==> src/rtl/carry_lookahead_adder.sv <==
// carry_lookahead_adder: registered two-level carry-lookahead adder (in: clk rst_n in_valid a b c_in; out: out_valid s c_out p_out g_out)
module carry_lookahead_adder #(
  parameter int WIDTH = 4,
  parameter int GROUP = 4
) (
  input  logic             clk,
  input  logic             rst_n,
  input  logic             in_valid,
  input  logic [WIDTH-1:0] a,
  input  logic [WIDTH-1:0] b,
  input  logic             c_in,
  output logic             out_valid,
  output logic [WIDTH-1:0] s,
  output logic             c_out,
  output logic             p_out,
  output logic             g_out
);
  localparam int NG = WIDTH / 4;
  if (GROUP != 4 || WIDTH < 4 || WIDTH % 4 != 0) begin : g_bad_cfg
    $error("carry_lookahead_adder: WIDTH must be a positive multiple of 4 and GROUP must be 4");
  end
  logic [WIDTH-1:0] p, g, c;
  logic [NG-1:0] pg, gg;
  logic [NG:0] gc;
  logic blk_g, prod, bprod;
  logic [WIDTH-1:0] s_d, s_q;
  logic out_valid_d, out_valid_q, c_out_d, c_out_q, p_out_d, p_out_q, g_out_d, g_out_q;
  assign p = a ^ b;
  assign g = a & b;
  for (genvar i = 0; i < NG; i++) begin : grp
    logic [3:0] pl, gl;
    assign pl = p[4*i +: 4];
    assign gl = g[4*i +: 4];
    assign c[4*i]   = gc[i];
    assign c[4*i+1] = gl[0] | pl[0] & gc[i];
    assign c[4*i+2] = gl[1] | pl[1] & gl[0] | pl[1] & pl[0] & gc[i];
    assign c[4*i+3] = gl[2] | pl[2] & gl[1] | pl[2] & pl[1] & gl[0] | pl[2] & pl[1] & pl[0] & gc[i];
    assign pg[i] = &pl;
    assign gg[i] = gl[3] | pl[3] & gl[2] | pl[3] & pl[2] & gl[1] | pl[3] & pl[2] & pl[1] & gl[0];
  end
  always_comb begin
    gc = '0;
    prod = 1'b0;
    for (int j = 0; j <= NG; j++) begin
      prod = c_in;
      for (int m = 0; m < j; m++) prod = prod & pg[m];
      gc[j] = prod;
      for (int k = 0; k < j; k++) begin
        prod = gg[k];
        for (int m = k + 1; m < j; m++) prod = prod & pg[m];
        gc[j] = gc[j] | prod;
      end
    end
  end
  always_comb begin
    blk_g = 1'b0;
    bprod = 1'b0;
    for (int k = 0; k < NG; k++) begin
      bprod = gg[k];
      for (int m = k + 1; m < NG; m++) bprod = bprod & pg[m];
      blk_g = blk_g | bprod;
    end
  end
  always_comb begin
    out_valid_d = in_valid;
    s_d         = in_valid ? p ^ c  : s_q;
    c_out_d     = in_valid ? gc[NG] : c_out_q;
    p_out_d     = in_valid ? &pg    : p_out_q;
    g_out_d     = in_valid ? blk_g  : g_out_q;
  end
  always_ff @(posedge clk) begin
    if (!rst_n) begin
      out_valid_q <= 1'b0;
      s_q         <= '0;
      c_out_q     <= 1'b0;
      p_out_q     <= 1'b0;
      g_out_q     <= 1'b0;
    end else begin
      out_valid_q <= out_valid_d;
      s_q         <= s_d;
      c_out_q     <= c_out_d;
      p_out_q     <= p_out_d;
      g_out_q     <= g_out_d;
    end
  end
  assign out_valid = out_valid_q;
  assign s         = s_q;
  assign c_out     = c_out_q;
  assign p_out     = p_out_q;
  assign g_out     = g_out_q;
endmodule

==> config.mk <==
export PLATFORM = sky130hd
export DESIGN_NAME = carry_lookahead_adder
export DESIGN_NICKNAME = d
export VERILOG_FILES = /design/src/rtl/carry_lookahead_adder.sv
export SDC_FILE = /design/constraint.sdc
export NUM_CORES = 1
export LEC_CHECK = 0
export CAP_MARGIN = 15
export CORE_AREA = 8 8 45 47
export CTS_BUF_LIST = sky130_fd_sc_hd__clkbuf_2
export CTS_CLUSTER_DIAMETER = 40
export DETAILED_ROUTE_END_ITERATION = 10
export DIE_AREA = 0 0 53 55
export GPL_TIMING_DRIVEN = 0
export PLACE_DENSITY = 0.72
export REMOVE_ABC_BUFFERS = 1
export SYNTH_ARGS = -nofsm -noshare
export SYNTH_HDL_FRONTEND = slang
export SYNTH_SLANG_ARGS = --single-unit
==> constraint.sdc <==
create_clock -name clk -period 1.8 [get_ports clk]
set_input_delay 0.45 -clock clk [delete_from_list [all_inputs] [get_ports clk]]
set_output_delay 0.45 -clock clk [all_outputs]
set_load 0.005 [all_outputs]
==> results of run 1 <==
-- critical path, cell delays in order --
cell and delay (ps):
clkdlybuf4s50_1 430, ha_1 320, a211oi_2 100, or3_1 370
and3_1 170
-- cell type report --
class,count,area (µm²),area share
multi-input cells,37,279.0,0.4130
repair buffers,19,190.2,0.2815
flip-flops and latches,8,160.2,0.2370
well taps,16,20.02,0.02963
clock buffers,3,15.01,0.02222
inverters,3,11.26,0.01667
-- per-layer routing --
metal / wire [µm] / global-route usage / up-vias
li1: - / - / 222
met1: 494 / 0.08967 / 189
met2: 475 / 0.1289 / 16
met3: 82 / 0.02406 / 2
met4: 19 / 0.06466 / 0
met5: 0 / 0 / -
-- logic make-up after synthesis --
family | count (synthesis)
buffers and inverters | 4
adders and majority gates | 5
AOI/OAI and AO/OA | 16
xor gates and xnor gates | 1
and+or+nand+nor | 13
muxes | 2
DFF | 8
-- stage by stage --
step                      total power, mW  worst slack, ps  utilization  cells
after floorplan                    0.2641            351.4            -     48
final                              0.4350            80.74       0.4882     86
after CTS                          0.4425            99.76       0.4882     86
after detailed placement           0.3349           -145.8       0.4774     83
after global routing               0.4694            54.78       0.4882     86
after global placement             0.3319           -122.9       0.4774     83
-- power breakdown --
| group | internal [mW] | total (mW) | switching, mW |
|---|---|---|---|
| logic | 0.0788 | 0.132 | 0.0531 |
| registers | 0.191 | 0.197 | 0.00616 |
| clock network | 0.0455 | 0.106 | 0.0604 |
| total | 0.315 | 0.435 | 0.120 |
-- registers in the layout, indices dropped and copies added (netlist names) --
name,cells
p_out,1
c_out,1
out_valid,1
s,4
g_out,1
-- cells in the final DEF (no fill, tap or decap) --
cell             count
nand3b_1             1
o21ba_2              1
mux2i_1              2
xnor2_1              1
ha_1                 4
or3_1                1
dfxtp_1              8
and2_1               1
o21ai_2              1
nor2_1               1
nor3b_1              1
nand2_1              4
inv_1                3
clkdlybuf4s50_1     19
nor2b_1              2
o21a_1               1
a31oi_1              2
and4_1               1
fa_1                 1
a211oi_2             1
o211a_1              1
a21oi_1              3
clkbuf_2             3
and3_1               1
o21ai_0              6
-- worst min path at each step --
| stage | to | startpoint | slack [ps] | depth (start not counted) |
|---|---|---|---|---|
| finish | s[2] | s[2] | 500 | 2 |
| global route | s[0] | s[0] | 530 | 1 |
| CTS | s[2] | s[2] | 500 | 2 |
| detailed placement | s[2] | s[2] | 480 | 2 |
| global placement | s[0] | s[0] | 460 | 1 |
| floorplan | s[2] | s[2] | 470 | 2 |
==> key figures, run 1 <==
Logic synthesis
  • Synth Cell Area: between 400 and 500 µm²
  • Adder-Cell Fraction of Synth Area: 0.1538
  • Multiplexer share of the synthesized area: 0.04396
  • Most used DFF post-synth: dfxtp_1
  • Largest family of logic cells by synthesized area: compound AO/OA/AOI/OAI gates
  • Dominant cells by area after synthesis: dfxtp_1 (35%), ha_1 (11%), o21ai_0 (6.6%)
  • Ys Warns: 0
  • Synth Area in Compound Gates: 0.2335
  • Yosys cell types: 24
  • Top-area cell type share of the netlist area: 0.3516
  • Top-count cell post-synth: dfxtp_1
  • Synth top cells by count: dfxtp_1 (8), o21ai_0 (6), ha_1 (4), nand2_1 (4)
  • Avg Inst Size Synth: around 9.3 µm²
  • FFs w/ async S/R, synth: 0
  • Sequential area share after synthesis: 0.3516
  • Register bit total from synthesis: 8
  • Synthesized instance count: ~50
  • Xor and xnor area share after synthesis: 0.01923
  • Synth area leader: dfxtp_1
  • EDFF count, synth: 0
  • Post-synthesis simple-gate area fraction: 0.1621

Clock network
  • Setup bufs post-CTS: 0
  • Clock buffer depth: 2
  • CTS root buf: clkbuf_2
  • Clock Latency Late Sink: 220 ps
  • Clk sinks: 8
  • H-tree levels: 1
  • CTS Hold Bufs: 0
  • Post_cts resized: 0
  • CTS tree: done
  • CTS Buf Count: 3
  • Register clock-pin slew on the reported worst setup and hold paths: roughly 90 ps

Finish
  • Nets: 89
  • Fillers: 140
  • Design Area, Final: around 680 µm²
  • Fraction of layout cells with a size suffix above 1: 0.08571
  • Area Overhead vs Synth: 48.35%
  • N_diodes: 0

Die
  • Die footprint: around 3000 µm²
  • I/O pin count: 20
  • Chip Width: 53 µm
  • Die Height: about 55 µm
  • Core Footprint: 1384 µm²
  • Initial Utilization: 0.3291
  • Rows: 14

Timing
  • FMAX: a little under 600 MHz
  • RSZ-0062 raised after global routing: false
  • Worst Tran Pin Value: between 400 and 500 ps
  • Max-slew violations: 0
  • Period utilization: 0.9551
  • Setup-failing EPs final: 0
  • Slew margin rel.: 0.6983
  • Crit path time final: about 1700 ps
  • Hold Violations, Final: 0
  • Setup_tns: 0 ps
  • Worst hold slack: roughly 500 ps
  • Clk_skew: 0 ps

Placement
  • Post-DP Area: between 600 and 700 µm²
  • PortBufs: 19
  • Final Wtd Congestion: 0.7970
  • Detailed placement HPWL: roughly 870 µm

Worst setup path
  • Crit path from: a[0]
  • Worst Setup Start Kind: input pin
  • CP endpoint kind: flop
  • Reg2reg end: s[3]
  • Critical Path Sink: s[3]
  • Crit Path Category: input pin to flop
  • Worst-path maximum fanout: 4
  • R2R setup slack: 990 ps
  • Worst EP required: between 1500 and 2000 ps
  • R2r worst-path depth: 3
  • CP Data Arrival Time: 1830 ps
  • Worst reg2reg path startpoint: s[3]

Drt
  • Pre-Repair DR Iteration Count: 4
  • Drt total wl: roughly 1100 µm
  • Via count: approximately 430
  • Routed wire length per instance: ~12 µm
  • Final ANT Viol Nets: 0
  • Drt drc: 0
  • Initial drt markers: 7
  • Avg Vias per Cell: approximately 5

Global route
  • First-pass GRT wire length: between 1500 and 2000 µm
  • Number of antenna violations at the first check in global routing: 0
  • Global route total overflow: 0
  • GRT Total Usage: 0.08142
  • Largest net degree at the start of global routing: 15
  • Vias in the first global route: between 400 and 500

Job
  • Max_cap viols: 0

Power and ir drop
  • Peak supply drop: about 280 µV
  • Power density cells: roughly 640 nW/µm²
  • Standby leakage power: between 0.2 and 0.3 nW

Status
  • Outcome: completed

Hold path
  • Worst hold path type: flop to flop
No activity file was read; power rests on OpenSTA's default activity.
==> run 2: changes to the inputs <==
--- a/config.mk
+++ b/config.mk
@@ -14,6 +14,7 @@
 export GPL_TIMING_DRIVEN = 0
 export PLACE_DENSITY = 0.72
 export REMOVE_ABC_BUFFERS = 1
+export SLEW_MARGIN = 20
 export SYNTH_ARGS = -nofsm -noshare
 export SYNTH_HDL_FRONTEND = slang
 export SYNTH_SLANG_ARGS = --single-unit
==> constraint.sdc (replaced) <==
create_clock -name clk -period 2 [get_ports clk]
set_input_delay 0.5 -clock clk [delete_from_list [all_inputs] [get_ports clk]]
set_output_delay 0.5 -clock clk [all_outputs]
set_load 0.005 [all_outputs]
==> results of run 2 <==
Same layout as run 1 (identical final DEF). Status: completed.
Among the figures that moved: setup slack after placement -145.8 ps -> 4.151 ps; setup slack after layout 80.74 ps -> 230.7 ps; register-to-register setup slack 990 ps -> 1190 ps; total power 0.4350 mW -> 0.3915 mW; worst IR drop on VDD 281.1 µV -> 253.0 µV
==> run 3: changes to the inputs <==
--- a/config.mk
+++ b/config.mk
@@ -11,10 +11,8 @@
 export CTS_CLUSTER_DIAMETER = 40
 export DETAILED_ROUTE_END_ITERATION = 10
 export DIE_AREA = 0 0 53 55
-export GPL_TIMING_DRIVEN = 0
 export PLACE_DENSITY = 0.72
 export REMOVE_ABC_BUFFERS = 1
-export SLEW_MARGIN = 20
 export SYNTH_ARGS = -nofsm -noshare
 export SYNTH_HDL_FRONTEND = slang
 export SYNTH_SLANG_ARGS = --single-unit
==> run 3 against run 2 <==
  * Clock power grew 2.4%
  * Critical path depth is the same
  * Sequential cell count is the same
  * Maximum frequency grew 1.9%
  * Non-clock buffer count grew 3
  * Critical path type unchanged
  * Critical endpoint unchanged
==> key figures, run 3 (synthesis gave the netlist of run 1 again) <==
Placement
  • PortBufs: 19
  • Detailed placement HPWL: 972.5 µm
  • Final Wtd Congestion: a little over 0.8
  • Placed insts: 86

Timing
  • RSZ-0062 raised after global routing: false
  • Period utilization: 0.8685
  • Setup_tns: 0 ps
  • Max-slew violations: 0
  • FMAX: 575.7 MHz
  • Hold Violations, Final: 0
  • Crit path time final: roughly 1700 ps
  • Setup-failing EPs final: 0
  • Clk_skew: 0 ps
  • Slew margin rel.: 0.8211
  • Worst Tran Pin Value: approximately 270 ps

Power and ir drop
  • Power density cells: ~580 nW/µm²
  • Standby leakage power: between 0.2 and 0.3 nW
  • Switching part of the total: 0.2815
  • Internal cell power: a little under 300 µW
  • Clk pwr share: 0.243
  • Seq pwr share: 0.443
  • Comb pwr share: 0.313
  • Psw: approximately 110 µW
  • Peak supply drop: approximately 230 µV

Finish
  • Most frequent cells in the layout: clkdlybuf4s50_1 (19), dfxtp_1 (8), o21ai_0 (6)
  • Multi-input gate area: 279.0 µm²
  • Fillers: 142
  • N_diodes: 0
  • Max reg flops: 4
  • Fraction of layout cells with a size suffix above 1: 0.1233
  • Final non-filler cell total: slightly below 90
  • Area Overhead vs Synth: 53.30%
  • Register area: ~160 µm²
  • Commonest non-fill, non-tap cell in the layout: clkdlybuf4s50_1
  • Nets: between 90 and 100

Clock network
  • Post_cts resized: 0
  • Clock Latency Late Sink: 230 ps
  • H-tree levels: 1
  • CTS Buf Count: 3
  • CTS tree: done
  • Setup bufs post-CTS: 0
  • CTS root buf: clkbuf_2
  • CTS Hold Bufs: 0
  • Clock buffer depth: 2
  • Clk sinks: 8
  • Register clock-pin slew on the reported worst setup and hold paths: approximately 90 ps

Global route
  • Number of antenna violations at the first check in global routing: 0
  • Global route total overflow: 0
  • Vias in the first global route: ~470
  • Largest net degree at the start of global routing: 9
  • First-pass GRT wire length: 2042 µm
  • GRT Total Usage: 0.09677

Status
  • Outcome: completed

Die
  • Initial Utilization: 0.3291
  • Rows: 14
  • Core Footprint: approximately 1400 µm²
  • I/O pin count: 20
  • Die Height: around 55 µm
  • Chip Width: 53 µm
  • Die footprint: 2915 µm²

Worst setup path
  • Worst-path maximum fanout: 4
  • Crit Path Category: input pin to flop
  • Cell family contributing the most delay on the critical path: simple AND/OR/NAND/NOR gates
  • Worst EP required: about 2100 ps
  • Cells along the critical path: clkdlybuf4s50_1 > ha_1 > a211oi_2 > or3_1 > and3_1
  • CP endpoint kind: flop
  • Crit path buf inv count: 1
  • Largest stage delay, worst path: 430 ps
  • CP Data Arrival Time: 1860 ps
  • Slowest-stage cell, CP: clkdlybuf4s50_1
  • Worst Setup Start Kind: input pin

Hold path
  • Worst hold path type: flop to flop

Drt
  • Drt total wl: roughly 1200 µm
  • Pre-Repair DR Iteration Count: 4
  • Via count: about 450
  • Drt drc: 0
  • Final ANT Viol Nets: 0
  • Initial drt markers: 9
  • Avg Vias per Cell: 5.022
  • Routed wire length per instance: 13.48 µm

Job
  • Max_cap viols: 0
## run 3: cell count changes in the layout (fill, tap and decap cells not counted)
| cell | change |
|---|---|
| buf_4 | +3 |
## run 3: per-stage QoR
step | cell area (µm²) | worst slack (ps) | hold WS, ps | power (mW) | utilization
after global routing | 698.2 | 198.6 | 528.0 | 0.4314 | 0.5045
after CTS | 698.2 | 271.4 | 497.6 | 0.4066 | 0.5045
final | 698.2 | 263.0 | 491.9 | 0.4016 | 0.5045
after floorplan | 450.4 | 501.4 | 474.6 | 0.2377 | -
after global placement | 683.2 | 49.88 | 461.3 | 0.3049 | 0.4937
after detailed placement | 683.2 | 10.22 | 475.7 | 0.3076 | 0.4937
## run 3: area by class of cell
cell class | instances | area share
well taps | 16 | 0.02867
repair buffers | 22 | 0.3047
flip-flops and latches | 8 | 0.2294
inverters | 3 | 0.01613
multi-input cells | 37 | 0.3996
clock buffers | 3 | 0.02151
## run 3: final timing paths
check / startpoint / to / slack [ps] / cells past startpoint
setup / recovery: b[0] / s[3] / 260 / 5
hold / removal: s[0] / s[0] / 490 / 1
setup reg to reg: s[3] / s[3] / 1200 / 3
hold reg to reg: s[0] / s[0] / 490 / 1
## run 3: routing by layer
| layer | wire length [µm] | up-vias | track usage |
|---|---|---|---|
| met3 | 96 | 2 | 0.02406 |
| met1 | 539 | 204 | 0.1005 |
| met4 | 27 | 0 | 0.09052 |
| li1 | - | 224 | - |
| met5 | 0 | - | 0 |
| met2 | 536 | 17 | 0.1582 |
## run 3: power groups by stage
stage	sequential, mW	clock [mW]	combinational [mW]
2_1_floorplan	0.182	0	0.0553
3_3_place_gp	0.181	0	0.124
3_5_place_dp	0.182	0	0.126
4_1_cts	0.178	0.102	0.126
5_1_grt	0.180	0.113	0.139
6_report	0.178	0.0976	0.126
